[src/rtl/nv_nvdla_cacc_slcg_pkg.sv]
// Shared types and constants for the CACC second-level clock-gate controller.
// Consumers: nv_nvdla_cacc_slcg_ctrl and nv_nvdla_cacc_slcg_dncnt.
package nv_nvdla_cacc_slcg_pkg;

  typedef enum logic [1:0] {
    ST_RUN   = 2'd0,
    ST_DRAIN = 2'd1,
    ST_GATED = 2'd2,
    ST_WAKE  = 2'd3
  } slcg_state_e;

  localparam int DEF_IDLE_CYCLES = 16;
  localparam int DEF_WAKE_CYCLES = 2;
  localparam int DEF_CNT_W       = 8;
  localparam int STAT_W          = 32;

endpackage

[src/rtl/nv_nvdla_cacc_slcg_dncnt.sv]
// Loadable down-counter shared by the drain and wake phases of the SLCG FSM.
// Decrement stops at zero; load takes priority over decrement.
module nv_nvdla_cacc_slcg_dncnt
  import nv_nvdla_cacc_slcg_pkg::*;
#(
  parameter int CNT_W = DEF_CNT_W
) (
  input  logic             clk,
  input  logic             rst_n,
  input  logic             load,
  input  logic [CNT_W-1:0] load_val,
  input  logic             dec,
  output logic             zero
);

  logic [CNT_W-1:0] cnt;

  always_ff @(posedge clk or negedge rst_n) begin
    if (!rst_n) begin
      cnt <= '0;
    end else if (load) begin
      cnt <= load_val;
    end else if (dec && (cnt != '0)) begin
      cnt <= cnt - 1'b1;
    end
  end

  assign zero = (cnt == '0);

endmodule

[src/rtl/nv_nvdla_cacc_slcg_ctrl.sv]
// CACC SLCG enable producer: drains IDLE_CYCLES idle cycles before gating, and
// re-enables with a WAKE_CYCLES settle before wake_ack. Optional gated-cycle
// statistic is built only when NV_NVDLA_CACC_SLCG_GATED_CNT_EN is defined.
module nv_nvdla_cacc_slcg_ctrl
  import nv_nvdla_cacc_slcg_pkg::*;
#(
  parameter int IDLE_CYCLES = DEF_IDLE_CYCLES,
  parameter int WAKE_CYCLES = DEF_WAKE_CYCLES,
  parameter int CNT_W       = DEF_CNT_W
) (
  input  logic              nvdla_core_clk,
  input  logic              nvdla_core_rstn,
  input  logic              busy,
  input  logic              wake_req,
  input  logic              dla_clk_ovr_on_sync,
  input  logic              global_clk_ovr_on_sync,
  input  logic              tmc2slcg_disable_clock_gating,
  output logic              slcg_en,
  output logic              wake_ack,
  output logic [STAT_W-1:0] gated_cycles
);

  localparam logic [CNT_W-1:0] IDLE_LOAD = CNT_W'(IDLE_CYCLES - 1);
  localparam logic [CNT_W-1:0] WAKE_LOAD = CNT_W'(WAKE_CYCLES - 1);

  slcg_state_e      state;
  logic             slcg_en_r;
  logic             ovr;
  logic             act;
  logic             cnt_load;
  logic [CNT_W-1:0] cnt_val;
  logic             cnt_dec;
  logic             cnt_zero;

  assign ovr     = dla_clk_ovr_on_sync | global_clk_ovr_on_sync | tmc2slcg_disable_clock_gating;
  assign act     = busy | wake_req;
  assign slcg_en = slcg_en_r | ovr;

  // One counter serves both the idle window (DRAIN) and the settle window (WAKE).
  always_comb begin
    cnt_load = 1'b0;
    cnt_val  = '0;
    cnt_dec  = 1'b0;
    if (ovr) begin
      cnt_load = 1'b1;
    end else begin
      case (state)
        ST_RUN: begin
          if (!act) begin
            cnt_load = 1'b1;
            cnt_val  = IDLE_LOAD;
          end
        end
        ST_DRAIN: cnt_dec = !act && !cnt_zero;
        ST_GATED: begin
          if (act) begin
            cnt_load = 1'b1;
            cnt_val  = WAKE_LOAD;
          end
        end
        ST_WAKE:  cnt_dec = !cnt_zero;
        default:  cnt_dec = 1'b0;
      endcase
    end
  end

  nv_nvdla_cacc_slcg_dncnt #(.CNT_W(CNT_W)) u_dncnt (
    .clk      (nvdla_core_clk),
    .rst_n    (nvdla_core_rstn),
    .load     (cnt_load),
    .load_val (cnt_val),
    .dec      (cnt_dec),
    .zero     (cnt_zero)
  );

  always_ff @(posedge nvdla_core_clk or negedge nvdla_core_rstn) begin
    if (!nvdla_core_rstn) begin
      state     <= ST_RUN;
      slcg_en_r <= 1'b1;
      wake_ack  <= 1'b1;
    end else if (ovr) begin
      state     <= ST_RUN;
      slcg_en_r <= 1'b1;
      wake_ack  <= 1'b1;
    end else begin
      case (state)
        ST_RUN: begin
          wake_ack <= 1'b1;
          if (!act) state <= ST_DRAIN;
        end
        ST_DRAIN: begin
          if (act) begin
            state    <= ST_RUN;
            wake_ack <= 1'b1;
          end else if (cnt_zero) begin
            state     <= ST_GATED;
            slcg_en_r <= 1'b0;
            wake_ack  <= 1'b0;
          end else begin
            wake_ack <= 1'b1;
          end
        end
        ST_GATED: begin
          wake_ack <= 1'b0;
          if (act) begin
            state     <= ST_WAKE;
            slcg_en_r <= 1'b1;
          end
        end
        ST_WAKE: begin
          // A dropped request does not abort the wake; it completes and re-drains.
          if (cnt_zero) begin
            state    <= ST_RUN;
            wake_ack <= 1'b1;
          end else begin
            wake_ack <= 1'b0;
          end
        end
        default: begin
          state     <= ST_RUN;
          slcg_en_r <= 1'b1;
          wake_ack  <= 1'b1;
        end
      endcase
    end
  end

`ifdef NV_NVDLA_CACC_SLCG_GATED_CNT_EN
  logic [STAT_W-1:0] gated_cnt;

  always_ff @(posedge nvdla_core_clk or negedge nvdla_core_rstn) begin
    if (!nvdla_core_rstn) begin
      gated_cnt <= '0;
    end else if (!slcg_en && (gated_cnt != {STAT_W{1'b1}})) begin
      gated_cnt <= gated_cnt + 1'b1;
    end
  end

  assign gated_cycles = gated_cnt;
`else
  assign gated_cycles = '0;
`endif

endmodule

[config.mk]
export PLATFORM = sky130hd
export DESIGN_NAME = nv_nvdla_cacc_slcg_ctrl
export DESIGN_NICKNAME = d
export VERILOG_FILES = /design/src/rtl/nv_nvdla_cacc_slcg_pkg.sv /design/src/rtl/nv_nvdla_cacc_slcg_dncnt.sv /design/src/rtl/nv_nvdla_cacc_slcg_ctrl.sv
export SDC_FILE = /design/constraint.sdc
export NUM_CORES = 1
export LEC_CHECK = 0
export BUFFER_PORTS_ARGS = -buffer_cell sky130_fd_sc_hd__buf_2
export CAP_MARGIN = 10
export CORE_MARGIN = 3
export CORE_UTILIZATION = 47
export CTS_CLUSTER_SIZE = 30
export DETAILED_ROUTE_END_ITERATION = 7
export GPL_TIMING_DRIVEN = 1
export PLACE_DENSITY = 0.78
export SLEW_MARGIN = 20
export SYNTH_ARGS = -nofsm -noshare
export SYNTH_HDL_FRONTEND = slang
export SYNTH_SLANG_ARGS = --single-unit
[constraint.sdc]
create_clock -name nvdla_core_clk -period 1.9 [get_ports nvdla_core_clk]
set_clock_uncertainty 0.05 [all_clocks]
set_input_delay 0 -clock nvdla_core_clk [delete_from_list [all_inputs] [get_ports nvdla_core_clk]]
set_output_delay 0 -clock nvdla_core_clk [all_outputs]
set_load 0.1 [all_outputs]
Word-level counts from Yosys, hierarchy flattened

Cells that the tools add are included.

Add/sub/neg operators: 1
Multipliers: 0
Div/mod/pow operators: 0
$lt $le $gt $ge: 0
Equal/unequal tests: 9
Shift-type cells: 0
Muxes and demuxes: 29
Bitwise gates (word level): 4
Reduce and logical (&&, ||, !) cells: 11

Operator list:

| cell                                                | count |
|---|---|
| two-way mux 8 bit                                   | 3 |
| != test 3 bit, second input constant                | 5 |
| two-way mux 1 bit                                   | 13 |
| two-way mux 2 bit                                   | 6 |
| logical NOT 8 bit                                   | 1 |
| case mux 2 bit (4 select lines)                     | 1 |
| case mux 4 bit (2 select lines)                     | 1 |
| AND reduction 4 bit                                 | 2 |
| nonzero test 8 bit                                  | 1 |
| subtractor 8 x 1 -> 8 bit, second input constant    | 1 |
| case mux 1 bit (2 select lines)                     | 3 |
| equality test 2 bit, second input constant          | 2 |
| two-way mux 4 bit                                   | 1 |
| != test 4 bit, second input constant                | 1 |
| OR 1 bit                                            | 4 |
| case mux 1 bit (4 select lines)                     | 1 |
| nonzero test 3 bit                                  | 1 |
| equality test 2 x 1 -> 1 bit, second input constant | 1 |
| logical AND 1 bit                                   | 2 |
| logical NOT 1 bit                                   | 2 |
| logical NOT 2 bit                                   | 1 |
| nonzero test 2 bit                                  | 1 |

Flip-flop bits (word level): 12
Bits in latches: 0
Memory bits (writable): 0
Bits in read-only memories: 0
Input port bits: 7
Output and inout bits: 34
Word-level logic and storage cells: 58
Memories kept: 0

Depth between registers and ports, before layout

Depth after elaboration: 8
Gate-level depth with buffers: 7
Gate-level depth less buffers: 6

Cells and area by module

A second synthesis with hierarchy kept.

Cell total of the unflattened synthesis: 116
Area, all modules: 1039.7 um^2

Modules (own cells, without submodules):

| module                   | instances | cells each | area an instance (um^2) | sequential area each (um^2) |
|---|---|---|---|---|
| nv_nvdla_cacc_slcg_dncnt | 1         | 58         | 528.0                   | 200.2 |
| nv_nvdla_cacc_slcg_ctrl  | 1         | 58         | 511.7                   | 102.6 |

Worst setup path after synthesis

OpenSTA, ideal clock, no wires.

Kind: register to register
From: register u_dncnt.cnt[2]
To: register u_dncnt.cnt[6]
Arrival time: 1.444 ns
Required time: 1.731 ns
Slack: 0.287 ns
Stages on the path, launching flop included: 7
Buffers on the path: 1
Clock period less this slack: 1.613 ns
Cells stage by stage: dfrtp_1 > nor4_1 > and3_1 > clkbuf_4 > and4bb_2 > xnor2_1 > nor2_1

Cells in the longest elaborated chain, start to end: 7
Elaborated cells between the ends (all ways): 11

Ends and longest elaborated chain:

| item                                                              | line                           | text |
|---|---|---|
| from (decl)                                                       | nv_nvdla_cacc_slcg_dncnt.sv:16 | `logic [CNT_W-1:0] cnt;` |
| from (signal assigned)                                            | nv_nvdla_cacc_slcg_dncnt.sv:22 | `cnt <= load_val;` |
| from (signal assigned)                                            | nv_nvdla_cacc_slcg_dncnt.sv:24 | `cnt <= cnt - 1'b1;` |
| branches (longest 7 deep; another with subtractor 8 x 1 -> 8 bit) | -                              |  |

Parallel ways; which one is timed is not known. The select of a mux whose other input is x is not followed.
A chain may end at the register's enable or synchronous reset.

Final worst setup path

From: register state[0]
To: register u_dncnt.cnt[2]

Cells in the longest elaborated chain, start to end: 5
Elaborated cells between the ends (all ways): 13

Ends and longest elaborated chain:

| item                                                                | line                           | text |
|---|---|---|
| from (decl)                                                         | nv_nvdla_cacc_slcg_ctrl.sv:26  | `slcg_state_e state;` |
| from (signal assigned)                                              | nv_nvdla_cacc_slcg_ctrl.sv:78  | `state <= ST_RUN;` |
| from (signal assigned)                                              | nv_nvdla_cacc_slcg_ctrl.sv:82  | `state <= ST_RUN;` |
| from (signal assigned)                                              | nv_nvdla_cacc_slcg_ctrl.sv:89  | `if (!act) state <= ST_DRAIN;` |
| equality test 2 bit or equality test 2 x 1 -> 1 bit (tied branches) | nv_nvdla_cacc_slcg_ctrl.sv:47  | `case (state)` |
| case mux 1 bit (2 select lines)                                     | nv_nvdla_cacc_slcg_ctrl.sv:47  |  |
| two-way mux 1 bit                                                   | nv_nvdla_cacc_slcg_ctrl.sv:44  | `if (ovr) begin` |
| logical AND 1 bit                                                   | nv_nvdla_cacc_slcg_dncnt.sv:23 | `end else if (dec && (cnt != '0)) begin` |
| nonzero test 2 bit (no line)                                        | -                              |  |

Parallel ways exist; a longest one is shown, timed or not.

==> flow_metrics.env <==
export IMPL_status="finished clean"
export IMPL_arrival_ps=1860
export IMPL_finalHoldViolCount=0
export IMPL_criticalPathCategory="flop to flop"
export IMPL_cts_tree="built"
export IMPL_fillerInstances=167
export IMPL_synth_top_cell_by_area="dfrtp_1"
export IMPL_dieArea_mm2=0.00266
export IMPL_wl_um=1630
export IMPL_peakVddDrop_v=0.000467
export IMPL_cts_buffers=3
export IMPL_powerDensity_mw_per_mm2=793
export IMPL_coreArea_mm2=0.00184
export IMPL_die_w_um=51.6
export IMPL_synthTopCellsByCount="buf_4 (32), dfrtp_1 (10), nor2_1 (6)"
export IMPL_end_kind="flop"
export IMPL_place_hpwl_um=1320
export IMPL_initial_core_util_pct=53.1
export IMPL_cts_sinks=12
export IMPL_wire_per_inst_um=11.6
export IMPL_r2r_start="state[0]$_DFFE_PN0P_"
export IMPL_hp_class="input pin to asynchronous set/reset pin"
export IMPL_ys_seq_area_share_pct=31.0
export IMPL_period_needed_ps=1680
export IMPL_r2r_end="u_dncnt.cnt[2]$_DFFE_PN0P_"
export IMPL_grt_setup_unrepaired="false"
export IMPL_yosys_cell_types_count=37
export IMPL_syn_area_per_cell_um2=9.57
export IMPL_async_flop_share_pct=100
export IMPL_clock_latency_ps=280
export IMPL_grt_overflow=0
export IMPL_syn_inst=102
export IMPL_diodes=0
export IMPL_h_tree_depth=1
export IMPL_numPortBuffers=8
export IMPL_syn_to_final_growth_pct=-0.769
export IMPL_required_ps=2080
export IMPL_yosysMostFrequentCell="buf_4"
export IMPL_cap_violations=0
export IMPL_antenna_found_initial=0
export IMPL_use_met3_pct=1.72
export IMPL_grt_pass1_wl_um=2660
export IMPL_final_max_slew_violation_count=0
export IMPL_drc=0
export IMPL_ios=41
export IMPL_grt_start_max_net_pins=13
export IMPL_ant_nets=0
export IMPL_layout_nets=125
export IMPL_setup_viol=0
export IMPL_met1_usage_pct=16.0
export IMPL_drive_above_1_share_pct=26.1
export IMPL_yosysWarnings=0
export IMPL_fin_ws_ps=217
export IMPL_rows=15
export IMPL_preCtsSetupSlack_ps=141
export IMPL_grt_pass1_vias=584
export IMPL_postCtsSetupBuffers=0
export IMPL_crit_fanout=7
export IMPL_yosysTopAreaCellShare_pct=25.6
export IMPL_via_count=667
export IMPL_ff2ff_setup_slack_ps=220
export IMPL_cts_path_max_buffers=2
export IMPL_grt_usage_pct=13.3
export IMPL_ys_top_cells_by_area="dfrtp_1 (26%), buf_4 (25%), dfstp_2 (5.4%)"
export IMPL_ff2ff_path_depth=5
export IMPL_synth_ff_latch_count=12
export IMPL_top_usage_layer="met2"
export IMPL_gp_congestion=0.794
export IMPL_root_buffer="clkbuf_4"
export IMPL_finalCritPeriodShare_pct=88.6
export IMPL_drtIter0Drc=14
export IMPL_post_drt_via_cell_ratio=4.76
export IMPL_setup_tns_final_ps=0
export IMPL_yosys_most_used_dff="dfrtp_1"
export IMPL_worstSetupStartpointType="flop"
export IMPL_grt_util_met2_pct=23.9
export IMPL_die_y_um=51.6
export IMPL_synth_edff_count=0
export IMPL_clk_pin_slew_ps=80
export IMPL_leakagePower_nw=0.467
export IMPL_fmax_mhz=594
export IMPL_synth_area_um2=976
export IMPL_first_pass_iters=4
export IMPL_cp_startpoint="state[0]$_DFFE_PN0P_"
-- metal layers --
| metal | vias up | part of all wire [%] |
|---|---|---|
| met1 | 318 | 39 |
| li1 | 312 | - |
| met2 | 32 | 52 |
| met4 | 0 | 2.2 |
| met5 | - | 0 |
| met3 | 5 | 7.0 |
-- registers in the layout, summed over array words and instances, names as in the netlist --
| signal | cells |
|---|---|
| u_dncnt.cnt | 8 |
| state | 2 |
| slcg_en_r | 1 |
| wake_ack | 1 |
-- through the flow --
stage | util (%) | total power (W) | hold WS, ps | cells | area (um^2)
finish | 52.7 | 0.000768 | 76.8 | 140 | 968
detailed placement | 50.6 | 0.000600 | -160 | 135 | 931
floorplan | - | 0.000629 | -346 | 133 | 1090
global placement | 50.6 | 0.000596 | -165 | 135 | 931
CTS | 52.6 | 0.000765 | 87.8 | 140 | 967
global route | 52.7 | 0.000791 | 105 | 140 | 968
-- worst max path at each step --
| stage | to | slack, ps | cells after the start |
|---|---|---|---|
| after floorplan | u_dncnt.cnt[6]$_DFFE_PN0P_ | 290 | 6 |
| after global placement | u_dncnt.cnt[6]$_DFFE_PN0P_ | 230 | 5 |
| after detailed placement | u_dncnt.cnt[6]$_DFFE_PN0P_ | 140 | 5 |
| after CTS | u_dncnt.cnt[6]$_DFFE_PN0P_ | 130 | 5 |
| after global routing | u_dncnt.cnt[6]$_DFFE_PN0P_ | 100 | 5 |
| final | u_dncnt.cnt[2]$_DFFE_PN0P_ | 220 | 5 |
-- repair_timing --
item | CTS | global route
gates resized for setup | 0 | 1
hold endpoints to repair | 12 | 0
hold buffers | 1 | 0
setup endpoints to repair | 0 | 2
-- cell type report --
class	count	area, um^2	area share [%]
Multi-Input combinational cell	86	536	55.3
Clock buffer	4	26.3	2.71
Inverter	2	7.51	0.775
Sequential cell	12	303	31.3
Timing Repair Buffer	11	65.1	6.72
Tap cell	25	31.3	3.23
-- layout by cell type (no fill, tap or decap), types with 2 or more instances in the layout --
cell      instances
buf_2             8
inv_1             2
or3_1             2
ha_1              2
dfstp_2           2
clkbuf_4          3
nor3_1            3
buf_4             2
o31a_2            2
nor4_1            2
nor2_1            6
conb_1           32
xnor2_1           5
dfrtp_1          10
a21oi_1           2
o21ai_0           3
nor4_2            2
nand2b_1          2
and3_2            2
a21o_2            2
nand2_1           3
-- worst max-delay path, cell delays in order, from the launching register on --
cell	delay [ps]
dfrtp_1	480
o21ba_2	210
a21o_2	250
nand2b_4	190
a221oi_1	260
o31a_2	190
-- report_power, final --
part           leakage (nW)  switching, W  internal [W]
registers             0.160    0.00000244      0.000258
logic                 0.292      0.000312     0.0000257
clock network        0.0150     0.0000878     0.0000815
total                 0.467      0.000403      0.000365
-- cell families (layout without fill, tap and decap cells) --
group	Yosys count	after routing	synth area share (%)
simple gates	31	31	22.8
xor+xnor	5	5	4.49
buf+inv	35	17	26.2
flops	12	12	31.0
compound gates	16	16	12.6
fa+ha+maj	2	2	2.56
other cells	1	32	0.384
Power figures use the tool's default switching activity.
